--- src/rtl/sort_sequencer.sv ---
// Serial-load, four-entry odd-even transposition sorter with a held result handshake.
// Four numbers arrive over valid/ready, are sorted in four single-phase steps, then held until acked.
module sort_sequencer #(
  parameter int W       = 4,
  parameter bit DESCEND = 1'b0
) (
  input  logic         clk,
  input  logic         rst,
  input  logic [W-1:0] num_in,
  input  logic         num_valid,
  output logic         num_ready,
  input  logic         display_ack,
  output logic [W-1:0] sorted_num0,
  output logic [W-1:0] sorted_num1,
  output logic [W-1:0] sorted_num2,
  output logic [W-1:0] sorted_num3,
  output logic         start_display,
  output logic         busy
);

  typedef enum logic [1:0] {IDLE, LOAD, SORT, DONE} state_t;

  state_t       state;
  state_t       next_state;
  logic [W-1:0] work [4];
  logic [W-1:0] step [4];
  logic [1:0]   load_idx;
  logic [1:0]   phase_cnt;
  logic         xfer;

  // Strictly out of order only, so equal values never move.
  function automatic logic out_of_order(input logic [W-1:0] a, input logic [W-1:0] b);
    return DESCEND ? (a < b) : (a > b);
  endfunction

  always_comb begin
    for (int i = 0; i < 4; i++) step[i] = work[i];
    if (!phase_cnt[0]) begin
      if (out_of_order(work[0], work[1])) begin
        step[0] = work[1];
        step[1] = work[0];
      end
      if (out_of_order(work[2], work[3])) begin
        step[2] = work[3];
        step[3] = work[2];
      end
    end else begin
      if (out_of_order(work[1], work[2])) begin
        step[1] = work[2];
        step[2] = work[1];
      end
    end
  end

  always_ff @(posedge clk) begin
    if (rst) state <= IDLE;
    else     state <= next_state;
  end

  always_comb begin
    next_state = state;
    case (state)
      IDLE:    if (xfer) next_state = LOAD;
      LOAD:    if (xfer && load_idx == 2'd3) next_state = SORT;
      SORT:    if (phase_cnt == 2'd3) next_state = DONE;
      DONE:    if (display_ack) next_state = IDLE;
      default: next_state = IDLE;
    endcase
  end

  always_comb begin
    num_ready = (state == IDLE) || (state == LOAD);
    busy      = (state == SORT);
    xfer      = num_valid && num_ready;
  end

  // Datapath registers; the final phase result goes straight to the outputs on the same edge.
  always_ff @(posedge clk) begin
    if (rst) begin
      for (int i = 0; i < 4; i++) work[i] <= '0;
      load_idx      <= 2'd0;
      phase_cnt     <= 2'd0;
      sorted_num0   <= '0;
      sorted_num1   <= '0;
      sorted_num2   <= '0;
      sorted_num3   <= '0;
      start_display <= 1'b0;
    end else begin
      case (state)
        IDLE: begin
          if (xfer) begin
            work[0]  <= num_in;
            load_idx <= 2'd1;
          end
        end
        LOAD: begin
          if (xfer) begin
            work[load_idx] <= num_in;
            load_idx       <= load_idx + 2'd1;
            if (load_idx == 2'd3) phase_cnt <= 2'd0;
          end
        end
        SORT: begin
          for (int i = 0; i < 4; i++) work[i] <= step[i];
          phase_cnt <= phase_cnt + 2'd1;
          if (phase_cnt == 2'd3) begin
            sorted_num0   <= step[0];
            sorted_num1   <= step[1];
            sorted_num2   <= step[2];
            sorted_num3   <= step[3];
            start_display <= 1'b1;
          end
        end
        DONE: begin
          if (display_ack) start_display <= 1'b0;
        end
        default: ;
      endcase
    end
  end

endmodule

--- config.mk ---
export PLATFORM = sky130hd
export DESIGN_NAME = sort_sequencer
export DESIGN_NICKNAME = d
export VERILOG_FILES = /design/src/rtl/sort_sequencer.sv
export SDC_FILE = /design/constraint.sdc
export NUM_CORES = 1
export LEC_CHECK = 0
export BUFFER_PORTS_ARGS = -buffer_cell sky130_fd_sc_hd__buf_4
export CAP_MARGIN = 20
export CORE_MARGIN = 2
export CORE_UTILIZATION = 41
export DETAILED_ROUTE_END_ITERATION = 7
export PLACE_DENSITY = 0.69
export SYNTH_ARGS = -nofsm -noshare
export SYNTH_HDL_FRONTEND = slang
export SYNTH_SLANG_ARGS = --single-unit
--- constraint.sdc ---
create_clock -name clk -period 2.15 [get_ports clk]
set_clock_uncertainty 0.2 [all_clocks]
set_input_delay 0 -clock clk [delete_from_list [all_inputs] [get_ports clk]]
set_output_delay 0 -clock clk [all_outputs]
set_load 0.005 [all_outputs]
==> qor.yml <==
detailed_routing:
  vias: 2918
  vias_per_cell: 6.041
  ant_nets: 0
  wl_per_cell_um: 19.15
  initialDrtViolationCount: 445
  drc: 17
  wirelength_um: 9251
  first_pass_iters: 8
global_route:
  gr-total-overflow: 0
  grt_util_all_layers_pct: 23.41
  grt_pass1_wl_um: 13460
  grt_pass1_vias: 2813
  antenna_found_initial: 0
  grt_start_max_net_pins: 30
logic_synthesis:
  avgSynthCellArea_um2: 8.602
  yosys-top-cells-count: "nor2_1 (37), nand2_1 (31), dfxtp_1 (23)"
  synthFlopType: "dfxtp_1"
  syn-num-nets: 342
  synth_seq_cells: 39
  yosys.area.top_type_share_pct: 17.84
  netlist_top_cells_area: "edfxtp_1 (18%), dfxtp_1 (17%), ha_1 (9.8%)"
  synth_top_cell_by_area: "edfxtp_1"
  synthDistinctLibCells: 43
  yosysMostFrequentCell: "nor2_1"
  synth-edff-count: 16
  synth-async-reset-ratio_pct: 0
  syn_area_um2: 2693
  syn-instance-count: 313
  ys_warn_count: 0
  ys_seq_area_share_pct: 34.94
placed_design:
  placed_cell_area_um2: 3304
  dp_hpwl_um: 5860
  port_buffers: 26
  gp_congestion: 0.9463
  placedCellCount: 453
setup_path:
  crit_required_ns: 2.08
  critPathKind: "reg -> reg"
  cp-start-kind: "flip-flop"
  cp_top_family: "flip-flops"
  r2r_setup_slack_ns: -0.24
  cp-end-kind: "flip-flop"
  critPathMaxStageDelay_ns: 0.55
  worstPathCellList: "ha_4 > nand4_1 > buf_4 > buf_6 > nand4_1 > nand4_1 > o31ai_2"
  cp_common_cell: "nand4_1"
  critPathMaxFanout: 5
  cp.arrival_ns: 2.32
  cp_slowest_cell: "edfxtp_1"
  crit_buf_inv: 2
pwr:
  p_sw_mw: 2.145
  power_mw: 4.886
  pwr-share-seq_pct: 21.6
  leakagePower_nw: 1.612
  p_clk_share_pct: 10.1
  intPower_mw: 2.741
  switching_share_pct: 43.90
  combPwrFrac_pct: 68.3
  power_density_nw_per_um2: 1209
  ir_worst_vdd_v: 0.0006009
floorplan:
  dieArea_um2: 7232
  die_y_um: 85.04
  row_count: 29
  io_pins: 27
  core_area_um2: 6350
  start_util_pct: 42.40
  die_w_um: 85.04
clocking:
  cts.reportedPaths.clkPinSlew_ns: 0.08
  insertion_delay_ns: 0.30
  cts-root-buf: "clkbuf_8"
  htreeDepth: 2
  cts_sinks: 39
  clockBufferDepth: 2
  cts_tree: "done"
  numCtsBuffers: 5
cells_and_area:
  fin_area_um2: 4040
  layout-area-overhead-vs-synth_pct: 50.05
  layout.cells.non_filler: 483
  drive_above_1_share_pct: 41.13
  fin_nets: 434
  diodes: 0
timing:
  rsz0062_at_grt: "true"
  period_needed_ns: 2.387
  finalHoldViolCount: 0
  setup-violations-final: 32
  period_share_pct: 111.0
  final.setup.worst_slack_ns: -0.2373
  fmax_mhz: 418.9
  tightestPinTransition_ns: 0.6848
  drv_slew: 0
  maxSlewHeadroom_pct: 53.86
flow_run:
  drv_cap: 0
status:
  status: "complete, but fails checks"
  violations: "design-rule violations, negative setup slack"
min_path:
  min-delay-path-class: "reg -> reg"
registers in the layout, indices dropped and copies added (netlist names):
name,count
load_idx,2
phase_cnt,2
sorted_num0,4
sorted_num1,4
sorted_num2,4
sorted_num3,4
start_display,1
state,2
work,16
metrics by stage:
step | worst slack [ns] | TNS, ns | utilization (%) | hold WS, ns
detailed placement | -0.2333 | -4.168 | 52.04 | 0.1247
finish | -0.2373 | -3.610 | 63.63 | 0.3000
global route | -0.2907 | -5.506 | 63.63 | 0.3270
global placement | -0.1799 | -2.751 | 52.04 | 0.1173
CTS | -0.1577 | -1.917 | 58.70 | 0.2992
floorplan | -0.01165 | -0.02312 | - | -0.01459
cell families after synthesis:
group | after synthesis | share of synthesized area (%)
simple gates | 126 | 22.91
compound gates | 80 | 22.17
flops | 39 | 34.94
buf+inv | 34 | 5.390
fa+ha+maj | 21 | 9.758
mux | 13 | 4.833
final cells by class:
type                    count  area, µm²
well taps                  77      96.34
flip-flops and latches     39      940.9
multi-input cells         241       2056
clock buffers               7      76.32
clock inverters             1      5.005
inverters                  18      67.56
repair buffers            100      798.3
fillers                   476       2310
final timing paths:
| path | from | to | depth (start not counted) |
|---|---|---|---|
| worst max-delay path | work[1][3] | work[1][0] | 7 |
| worst min register to register | phase_cnt[1] | phase_cnt[1] | 2 |
| worst max register to register | work[1][3] | work[1][0] | 7 |
| worst min-delay path | phase_cnt[1] | phase_cnt[1] | 2 |
worst min-delay path: cells and delay by family (launching register included):
family / cells / cell delay [ns]
compound gates: 1 / 0.06
flops: 1 / 0.33
simple gates: 1 / 0.08
repair_timing:
action / in CTS / in global routing
pin swaps: 26 / 28
buffers inserted: 8 / 7
gates cloned: 1 / 0
hold buffers: 7 / 0
endpoints found under the hold margin: 31 / 0
setup endpoints to repair: 32 / 32
resized for setup: 43 / 47
power groups by stage:
stage,Combinational [mW],Clock (mW),Sequential [mW]
2_1_floorplan,1.46,0,1.01
3_3_place_gp,2.32,0,1.04
3_5_place_dp,2.38,0,1.04
4_1_cts,2.78,0.496,1.03
5_1_grt,3.53,0.517,1.07
6_report,3.34,0.493,1.06
routing by layer:
metal | track usage, % | share of wire [%] | up-vias
met1 | 28.35 | 38 | 1335
met5 | 0 | 0 | -
li1 | - | - | 1330
met3 | 4.475 | 7.9 | 60
met2 | 40.91 | 49 | 193
met4 | 9.091 | 5.0 | 0
cell usage in the layout (no fill, tap or decap), types with 4 or more instances in the layout:
cell / instances
nor3_1: 4
inv_2: 5
a21oi_1: 8
o32ai_2: 6
buf_6: 8
a211o_1: 8
inv_1: 13
a211oi_1: 4
mux2i_2: 5
dlygate4sd3_1: 7
o21ai_2: 4
buf_4: 85
o21ai_0: 4
ha_4: 9
ha_1: 12
clkbuf_8: 5
nand3_1: 6
nand4_1: 10
dfxtp_1: 23
mux2i_1: 6
o31ai_2: 5
o21ai_1: 11
a211oi_2: 4
nor2_1: 37
nand2b_1: 20
edfxtp_1: 16
nand2_1: 29
Note: power is estimated with default switching activity, not from simulation.
